$ cat config.mk
export PLATFORM = sky130hd
export DESIGN_NAME = prog_loader_flat
export DESIGN_NICKNAME = d
export VERILOG_FILES = /design/src/rtl/prog_loader_if.sv /design/src/rtl/prog_loader.sv /design/src/flat_wrapper.sv
export SDC_FILE = /design/constraint.sdc
export NUM_CORES = 1
export LEC_CHECK = 0
export BUFFER_PORTS_ARGS = -buffer_cell sky130_fd_sc_hd__buf_4
export CAP_MARGIN = 25
export CORE_ASPECT_RATIO = 1.75
export CORE_MARGIN = 2
export CORE_UTILIZATION = 52
export CTS_CLUSTER_DIAMETER = 80
export CTS_CLUSTER_SIZE = 16
export DETAILED_ROUTE_END_ITERATION = 10
export HOLD_SLACK_MARGIN = 0.15
export PLACE_DENSITY = 0.73
export SLEW_MARGIN = 20
export SYNTH_ARGS = -nofsm -noshare
export SYNTH_HDL_FRONTEND = slang
export SYNTH_SLANG_ARGS = --single-unit
$ cat constraint.sdc
create_clock -name clk -period 2.3 [get_ports clk]
set_input_delay 0 -clock clk [delete_from_list [all_inputs] [get_ports clk]]
set_output_delay 0 -clock clk [all_outputs]
set_load 0.01 [all_outputs]
$ cat src/rtl/prog_loader_if.sv
// Byte-stream input and instruction-RAM write port of the rv16r program loader.
interface prog_loader_if #(
  parameter int ADDR_W = 10
) ();
  logic [7:0]        in_data;
  logic              in_valid;
  logic              in_ready;
  logic              mem_we;
  logic [ADDR_W-1:0] mem_addr;
  logic [15:0]       mem_wdata;

  // Byte source plus RAM side: drives the stream, observes ready and the write port
  modport master (
    output in_data, in_valid,
    input  in_ready, mem_we, mem_addr, mem_wdata
  );

  // Loader side: consumes the stream and drives the RAM write port
  modport slave (
    input  in_data, in_valid,
    output in_ready, mem_we, mem_addr, mem_wdata
  );
endinterface

$ cat src/rtl/prog_loader.sv
// Program loader for rv16r: parses a framed byte stream (count, words, checksum),
// writes each 16-bit word to instruction RAM and releases the core from reset
// only after a complete image with a valid checksum. MAX_WORDS must not exceed
// 2**ADDR_W so the write address can never wrap.
module prog_loader #(
  parameter int ADDR_W    = 10,
  parameter int MAX_WORDS = 1024
) (
  input  logic            clk,
  input  logic            rst,
  prog_loader_if.slave    bus,
  input  logic            restart,
  output logic            cpu_rst,
  output logic            load_done,
  output logic            load_err,
  output logic [ADDR_W:0] words_loaded
);

  typedef enum logic [2:0] {
    HDR_HI, HDR_LO, DATA_HI, DATA_LO, CSUM, DONE, ERR
  } state_t;

  state_t            state_q, state_d;
  logic [15:0]       count_q, count_d;
  logic [7:0]        hi_q, hi_d;
  logic [7:0]        sum_q, sum_d;
  logic              mem_we_q, mem_we_d;
  logic [ADDR_W-1:0] mem_addr_q, mem_addr_d;
  logic [15:0]       mem_wdata_q, mem_wdata_d;
  logic [ADDR_W:0]   words_q, words_d;
  logic              cpu_rst_q, cpu_rst_d;
  logic              done_q, done_d;
  logic              err_q, err_d;

  logic              in_ready;
  logic              accept;
  logic [7:0]        sum_next;
  logic [15:0]       hdr_count;

  // Ready is a pure decode of the registered state: every state but DONE/ERR takes bytes
  always_comb begin
    in_ready = (state_q != DONE) && (state_q != ERR);
  end

  assign bus.in_ready  = in_ready;
  assign bus.mem_we    = mem_we_q;
  assign bus.mem_addr  = mem_addr_q;
  assign bus.mem_wdata = mem_wdata_q;
  assign cpu_rst       = cpu_rst_q;
  assign load_done     = done_q;
  assign load_err      = err_q;
  assign words_loaded  = words_q;

  // Next-state logic: restart wins over a byte accept (the byte is dropped),
  // while a write already registered for this cycle still reaches the RAM
  always_comb begin
    state_d     = state_q;
    count_d     = count_q;
    hi_d        = hi_q;
    sum_d       = sum_q;
    mem_we_d    = 1'b0;
    mem_addr_d  = mem_addr_q;
    mem_wdata_d = mem_wdata_q;
    words_d     = words_q;
    cpu_rst_d   = cpu_rst_q;
    done_d      = done_q;
    err_d       = err_q;

    accept    = bus.in_valid & in_ready;
    sum_next  = sum_q + bus.in_data;
    hdr_count = {count_q[15:8], bus.in_data};

    if (restart) begin
      state_d   = HDR_HI;
      count_d   = '0;
      sum_d     = '0;
      words_d   = '0;
      cpu_rst_d = 1'b1;
      done_d    = 1'b0;
      err_d     = 1'b0;
    end else if (accept) begin
      sum_d = sum_next;
      case (state_q)
        HDR_HI: begin
          count_d[15:8] = bus.in_data;
          state_d       = HDR_LO;
        end
        HDR_LO: begin
          count_d[7:0] = bus.in_data;
          if ((hdr_count == 16'd0) || (32'(hdr_count) > 32'(MAX_WORDS))) begin
            state_d = ERR;
            err_d   = 1'b1;
          end else begin
            state_d = DATA_HI;
          end
        end
        DATA_HI: begin
          hi_d    = bus.in_data;
          state_d = DATA_LO;
        end
        DATA_LO: begin
          mem_we_d    = 1'b1;
          mem_addr_d  = words_q[ADDR_W-1:0];
          mem_wdata_d = {hi_q, bus.in_data};
          words_d     = words_q + 1'b1;
          if ((32'(words_q) + 32'd1) == 32'(count_q)) begin
            state_d = CSUM;
          end else begin
            state_d = DATA_HI;
          end
        end
        CSUM: begin
          if (sum_next == 8'h00) begin
            state_d   = DONE;
            done_d    = 1'b1;
            cpu_rst_d = 1'b0;
          end else begin
            state_d = ERR;
            err_d   = 1'b1;
          end
        end
        default: begin
        end
      endcase
    end
  end

  // All loader state and outputs are registered here; rst aborts a load at once
  always_ff @(posedge clk or posedge rst) begin
    if (rst) begin
      state_q     <= HDR_HI;
      count_q     <= '0;
      hi_q        <= '0;
      sum_q       <= '0;
      mem_we_q    <= 1'b0;
      mem_addr_q  <= '0;
      mem_wdata_q <= '0;
      words_q     <= '0;
      cpu_rst_q   <= 1'b1;
      done_q      <= 1'b0;
      err_q       <= 1'b0;
    end else begin
      state_q     <= state_d;
      count_q     <= count_d;
      hi_q        <= hi_d;
      sum_q       <= sum_d;
      mem_we_q    <= mem_we_d;
      mem_addr_q  <= mem_addr_d;
      mem_wdata_q <= mem_wdata_d;
      words_q     <= words_d;
      cpu_rst_q   <= cpu_rst_d;
      done_q      <= done_d;
      err_q       <= err_d;
    end
  end

endmodule

$ cat src/flat_wrapper.sv
// flat-port wrapper written by rule: the top's interface ports become plain ports
module prog_loader_flat 
#(
  parameter int ADDR_W    = 10,
  parameter int MAX_WORDS = 1024
)
  (clk, rst, restart, cpu_rst, load_done, load_err, words_loaded, bus_in_data, bus_in_valid, bus_in_ready, bus_mem_we, bus_mem_addr, bus_mem_wdata);
  prog_loader_if #(.ADDR_W(ADDR_W)) bus_i ();
  input  logic clk;
  input  logic rst;
  input  logic restart;
  output logic cpu_rst;
  output logic load_done;
  output logic load_err;
  output logic [ADDR_W:0] words_loaded;
  input wire logic [$bits(bus_i.in_data)-1:0] bus_in_data;
  input wire logic [$bits(bus_i.in_valid)-1:0] bus_in_valid;
  output wire logic [$bits(bus_i.in_ready)-1:0] bus_in_ready;
  output wire logic [$bits(bus_i.mem_we)-1:0] bus_mem_we;
  output wire logic [$bits(bus_i.mem_addr)-1:0] bus_mem_addr;
  output wire logic [$bits(bus_i.mem_wdata)-1:0] bus_mem_wdata;
  assign bus_i.in_data = bus_in_data;
  assign bus_i.in_valid = bus_in_valid;
  assign bus_in_ready = bus_i.in_ready;
  assign bus_mem_we = bus_i.mem_we;
  assign bus_mem_addr = bus_i.mem_addr;
  assign bus_mem_wdata = bus_i.mem_wdata;
  prog_loader #(.ADDR_W(ADDR_W), .MAX_WORDS(MAX_WORDS)) u_core (.clk(clk), .rst(rst), .bus(bus_i), .restart(restart), .cpu_rst(cpu_rst), .load_done(load_done), .load_err(load_err), .words_loaded(words_loaded));
endmodule
Word-level counts from Yosys, hierarchy flattened:

Index checks and enable logic that the tools add are counted.

* bits in registers: 76
* input bits: 12
* output and inout bits: 42
* word-level logic and storage cells: 79

* $add $sub $neg: 3
* magnitude comparators: 1
* equality and inequality tests: 9
* muxes and demuxes: 31
* bitwise operators: 2
* reduce and logical (&&, ||, !) cells: 21

Operators by type and width (count)
* $mux W11: 3
* $eq A32 B16 Y1: 1
* $mux W16: 2
* $mux W8: 4
* $gt A16 B11 Y1 const B: 1
* $logic_not A16 Y1: 1
* $mux W1: 15
* $pmux W3 S5: 1
* $add A11 B1 Y12 const B: 1
* $mux W3: 4
* $reduce_bool A2 Y1: 6
* $add A11 B1 Y11 const B: 1
* $ne A3 B3 Y1 const B: 3
* $reduce_and A3 Y1: 3
* $add A8 B8 Y8: 1
* $logic_not A8 Y1: 1
* $reduce_and A2 Y1: 4
* $eq A3 B2 Y1 const B: 2
* $reduce_bool A6 Y1: 1
* $reduce_and A4 Y1: 1
* $eq A3 B1 Y1 const B: 1
* $eq A3 B3 Y1 const B: 1
* $logic_not A3 Y1: 1
* $ne A3 B2 Y1 const B: 1
* other kinds (7): 7

Depth between registers and ports, before layout:

* depth in word-level cells: 6
* depth in mapped cells: 8
* gate-level depth less buffers: 8

Least setup slack after synthesis:

Ideal clock, no wire load.

* path kind: reg2reg
* from: reg u_core.sum_q[0]
* to: reg u_core.cpu_rst_q, in the netlist u_core.cpu_rst
* library setup time: 77 ps
* data arrival time: 2462 ps
* data required time: 2223 ps
* setup slack: -239 ps
* stages on the path, launching flop included: 9
* path buffers: 0
* period minus slack after synthesis: 2539 ps
* path through: dfrtp_1 ha_1 fa_1 a211oi_1 nor2_1 xor2_1 or4_4 or3_1 a21o_1

* longest elaborated chain between the ends: 4

Ends and longest elaborated chain
* start: declaration: line prog_loader.sv:26 `logic [7:0] sum_q, sum_d;`
* start signal: assignment: line prog_loader.sv:146 `sum_q <= sum_d;`
* $add A8 B8 Y8: line prog_loader.sv:70 `sum_next = sum_q + bus.in_data;`
* $logic_not A8 Y1: line prog_loader.sv:113 `if (sum_next == 8'h00) begin`
* $reduce_bool A2 Y1 (no source line)
* $reduce_and A3 Y1 (no source line)
* end signal: assignment: line prog_loader.sv:151 `cpu_rst_q <= cpu_rst_d;`
* end: declaration: line prog_loader.sv:31 `logic cpu_rst_q, cpu_rst_d;`

Every way passes these cells.
A chain may end at the register's enable or synchronous reset.

Worst setup path in the final report:

* from: reg u_core.sum_q[0]
* to: reg u_core.state_q[0]

* longest elaborated chain between the ends: 6

Ends and longest elaborated chain
* $add A8 B8 Y8: line prog_loader.sv:70
* $logic_not A8 Y1: line prog_loader.sv:113
* $mux W2: line prog_loader.sv:113
* $pmux W3 S5: line prog_loader.sv:83 `case (state_q)`
* $mux W3: line prog_loader.sv:81 `end else if (accept) begin`
* $mux W3: line prog_loader.sv:73 `if (restart) begin`
* end signal: assignment: line prog_loader.sv:143 `state_q <= state_d;`
* end: declaration: line prog_loader.sv:23 `state_t state_q, state_d;`

Every way passes these cells. The select of a mux whose other input is x is not followed.

==> results.yml <==
synthesis:
  synth_cells: 371
  synth_flop_cell: "dfrtp_1"
  async_reset_ff_share_pct: 100
  postSynthAreaPerCell_um2: 10.4
  seq_area_frac_synth_pct: 49.5
  yosysWarnings: 0
  synth_edf_count: 0
  ys_seq_elements: 76
  synth_cell_types: 48
  syn_area_mm2: 0.00384
  synth_nets: 392
place:
  dp_hpwl_mm: 6.40
  portBuffers: 53
  dpl_cell_area_mm2: 0.00449
  gp_congestion: 0.865
sta:
  fin_crit_sh_pct: 110
  slew_headroom_pct: 62.6
  maxSlewViolCount: 0
  setup_ws_ns: -0.228
  finalHoldViolations: 0
  skew_ns: 0.00728
  worst_slew_pin_slew_ns: 0.556
  setup_viol: 5
  fmax_mhz: 396
  setup_tns_ns: -0.763
  rsz0062_at_grt: "yes"
  fin_hold_ws_ns: 0.192
  period_needed_ns: 2.53
worst_setup_path:
  r2r_slack_ns: -0.23
  cpPeakStageDelay_ns: 0.43
  crit_path_max_fanout: 3
  crit_path_start_kind: "flop"
  worst-path-buf-inv: 0
  crit_family: "simple AND/OR/NAND/NOR gates"
  cpMaxStageDelayCell: "or4_4"
  critPathKind: "reg2reg"
  crit_required_ns: 2.56
  crit_chain: "ha_2 > fa_2 > a211oi_4 > nor2_1 > xor2_1 > or4_4 > or3_1 > a31oi_1"
  r2r_cells: 8
  worstReg2RegEnd: "u_core.state_q[0]"
  worstReg2RegStart: "u_core.sum_q[0]"
  crit_path_end_kind: "flop"
  arrival_ns: 2.79
global_route:
  grt_max_degree: 77
  grt_pass1_vias: 3221
  grt.total_usage_pct: 24.5
  grt_pass1_wl_mm: 15.6
  overflow: 0
  antenna_found_initial: 0
clocking:
  htreeDepth: 3
  cts_sinks: 76
  cts_tree: "done"
  insertion_delay_ns: 0.35
  clockBufferDepth: 2
  path_clk_slew_ns: 0.06
  cts_inserted_buffers: 9
  cts-root-buf: "clkbuf_16"
finish:
  finalNetCount: 474
  diodes: 0
  syn_to_final_growth_pct: 29.1
  post-route-util_pct: 69.1
  design_area_mm2: 0.00496
  drive_gt1_share_pct: 32.3
  fillerInstances: 560
detailed_routing:
  first_pass_iters: 4
  via_count: 3084
  vias_per_cell: 5.67
  drc: 0
  wirelength_mm: 9.40
  wl_per_cell_um: 17.3
  drtIter0Drc: 179
  ant_nets: 0
power_and_ir_drop:
  power.density_mw_per_mm2: 753
  p_leak_nw: 2.33
  total_power_w: 0.00374
  peakVddDrop_v: 0.000556
run_status:
  violations: "negative setup slack"
  status: "finished, violations left"
die:
  die_area_mm2: 0.00812
  core_mm2: 0.00718
  initial_utilization_pct: 53.5
  chipWidth_um: 69
  ios: 54
  die_h_um: 118
  rows: 41
run:
  cap_violations: 0
hold_path:
  min_to: "u_core.sum_q[1]"
  min-delay-start: "bus_in_data[1]"
  hold_depth: 4
  hp-class: "in2reg"
-- routing by layer --
metal | vias to the layer above | share of wire (%) | wire, µm | GRT usage [%]
met5 | - | 0 | 0 | 0
met4 | 0 | 3.6 | 340 | 15.0
met3 | 28 | 2.8 | 261 | 4.20
met2 | 67 | 57 | 5320 | 44.5
met1 | 1511 | 37 | 3470 | 25.7
li1 | 1478 | - | - | -
-- cells in the mapped netlist (2+ instances only) --
cell type	count	share of area, %
a211oi_1	4	0.78
a21o_1	2	0.39
a21oi_1	20	2.6
a311oi_1	2	0.46
and2_1	5	0.81
and3_1	2	0.33
and3b_1	3	0.68
and4_1	3	0.68
buf_2	5	0.65
clkbuf_1	17	1.7
dfrtp_1	75	49
ha_1	8	2.6
inv_1	5	0.49
mux2_2	35	10
mux2i_1	6	1.6
nand2_1	48	4.7
nand2b_1	5	0.81
nand3_1	7	0.91
nand4_1	6	0.98
nor2_1	28	2.7
nor2b_1	7	1.1
nor3_1	3	0.39
nor4_1	4	0.65
o211ai_1	4	0.78
o21ai_0	16	2.1
o32ai_1	2	0.46
or3_1	7	1.1
xnor2_1	12	2.7
xor2_1	11	2.5
-- worst max-delay path by stage --
stage / startpoint / to / depth (start not counted)
final: u_core.sum_q[0] / u_core.state_q[0] / 8
after global routing: u_core.sum_q[0] / u_core.state_q[0] / 8
after CTS: u_core.sum_q[0] / u_core.state_q[0] / 8
after detailed placement: u_core.sum_q[0] / u_core.state_q[0] / 8
after global placement: u_core.sum_q[0] / u_core.cpu_rst / 8
after floorplan: u_core.sum_q[0] / u_core.cpu_rst / 8
-- layout make-up --
cell class                 count  area (µm²)  share of cell area [%]
clock inverter                 7        63.8                    1.29
timing repair buffer          93         753                    15.2
tap                           86         108                    2.17
clock buffer                   9         225                    4.54
inverter                       5        18.8                   0.378
sequential                    76        1900                    38.3
multi-input combinational    268        1890                    38.1
-- cells by family (layout without fill, tap and decap cells) --
| kind of cell | after synthesis | after routing | share of synthesized area (%) |
|---|---|---|---|
| flip-flops | 76 | 76 | 49.5 |
| buffers and inverters | 27 | 114 | 2.80 |
| XOR/XNOR | 23 | 23 | 5.24 |
| multiplexers | 41 | 41 | 11.8 |
| adder cells (fa/ha/maj) | 9 | 9 | 3.12 |
| AO/OA/AOI/OAI | 62 | 62 | 10.4 |
| AND/OR/NAND/NOR | 133 | 133 | 17.1 |
-- stage by stage --
| step | instances | setup WS [ns] |
|---|---|---|
| 2_1_floorplan | 371 | -0.0735 |
| 3_3_place_gp | 514 | -0.168 |
| 3_5_place_dp | 514 | -0.216 |
| 4_1_cts | 543 | -0.215 |
| 5_1_grt | 544 | -0.318 |
| 6_report | 544 | -0.228 |
-- state kept, by name (all words and copies together), names as in the netlist --
name                  flops
u_core.bus.mem_wdata     16
u_core.load_err           1
u_core.bus.mem_we         1
u_core.bus.mem_addr      10
u_core.cpu_rst            1
u_core.hi_q               8
u_core.count_q           16
u_core.sum_q              8
u_core.words_loaded      11
u_core.state_q            3
u_core.load_done          1
-- timing repair --
item	in CTS	in global routing
gates resized for setup	4	4
pin swaps	2	0
buffers inserted	1	1
endpoints found under the hold margin	113	0
endpoints found under the setup margin	5	6
hold buffers	12	0
gates cloned	0	0
-- cell usage in the layout (no fill, tap or decap), drive strengths merged, types with 4 or more instances in the layout --
master / count
inv: 9
clkbuf: 9
nand2: 48
ha: 8
and2: 5
nand2b: 5
xnor2: 12
nor2: 29
buf: 81
nand4: 6
dfrtp: 75
mux2: 35
o211ai: 4
nand3: 7
dlygate4sd3: 12
mux2i: 6
a211oi: 5
xor2: 11
or3: 7
nor4: 4
o21ai: 16
a21oi: 20
nor2b: 7
-- power breakdown --
part	leakage, nW	switching (W)	internal (W)
logic	1.17	0.000367	0.000391
registers	1.02	0.000105	0.00150
clock network	0.136	0.000618	0.000755
-- worst min-delay path, stage by stage --
cell	delay (ns)
buf_4	0.12
fa_2	0.22
mux2i_1	0.08
nor2_1	0.08
Note: power is estimated with default switching activity, not from simulation.
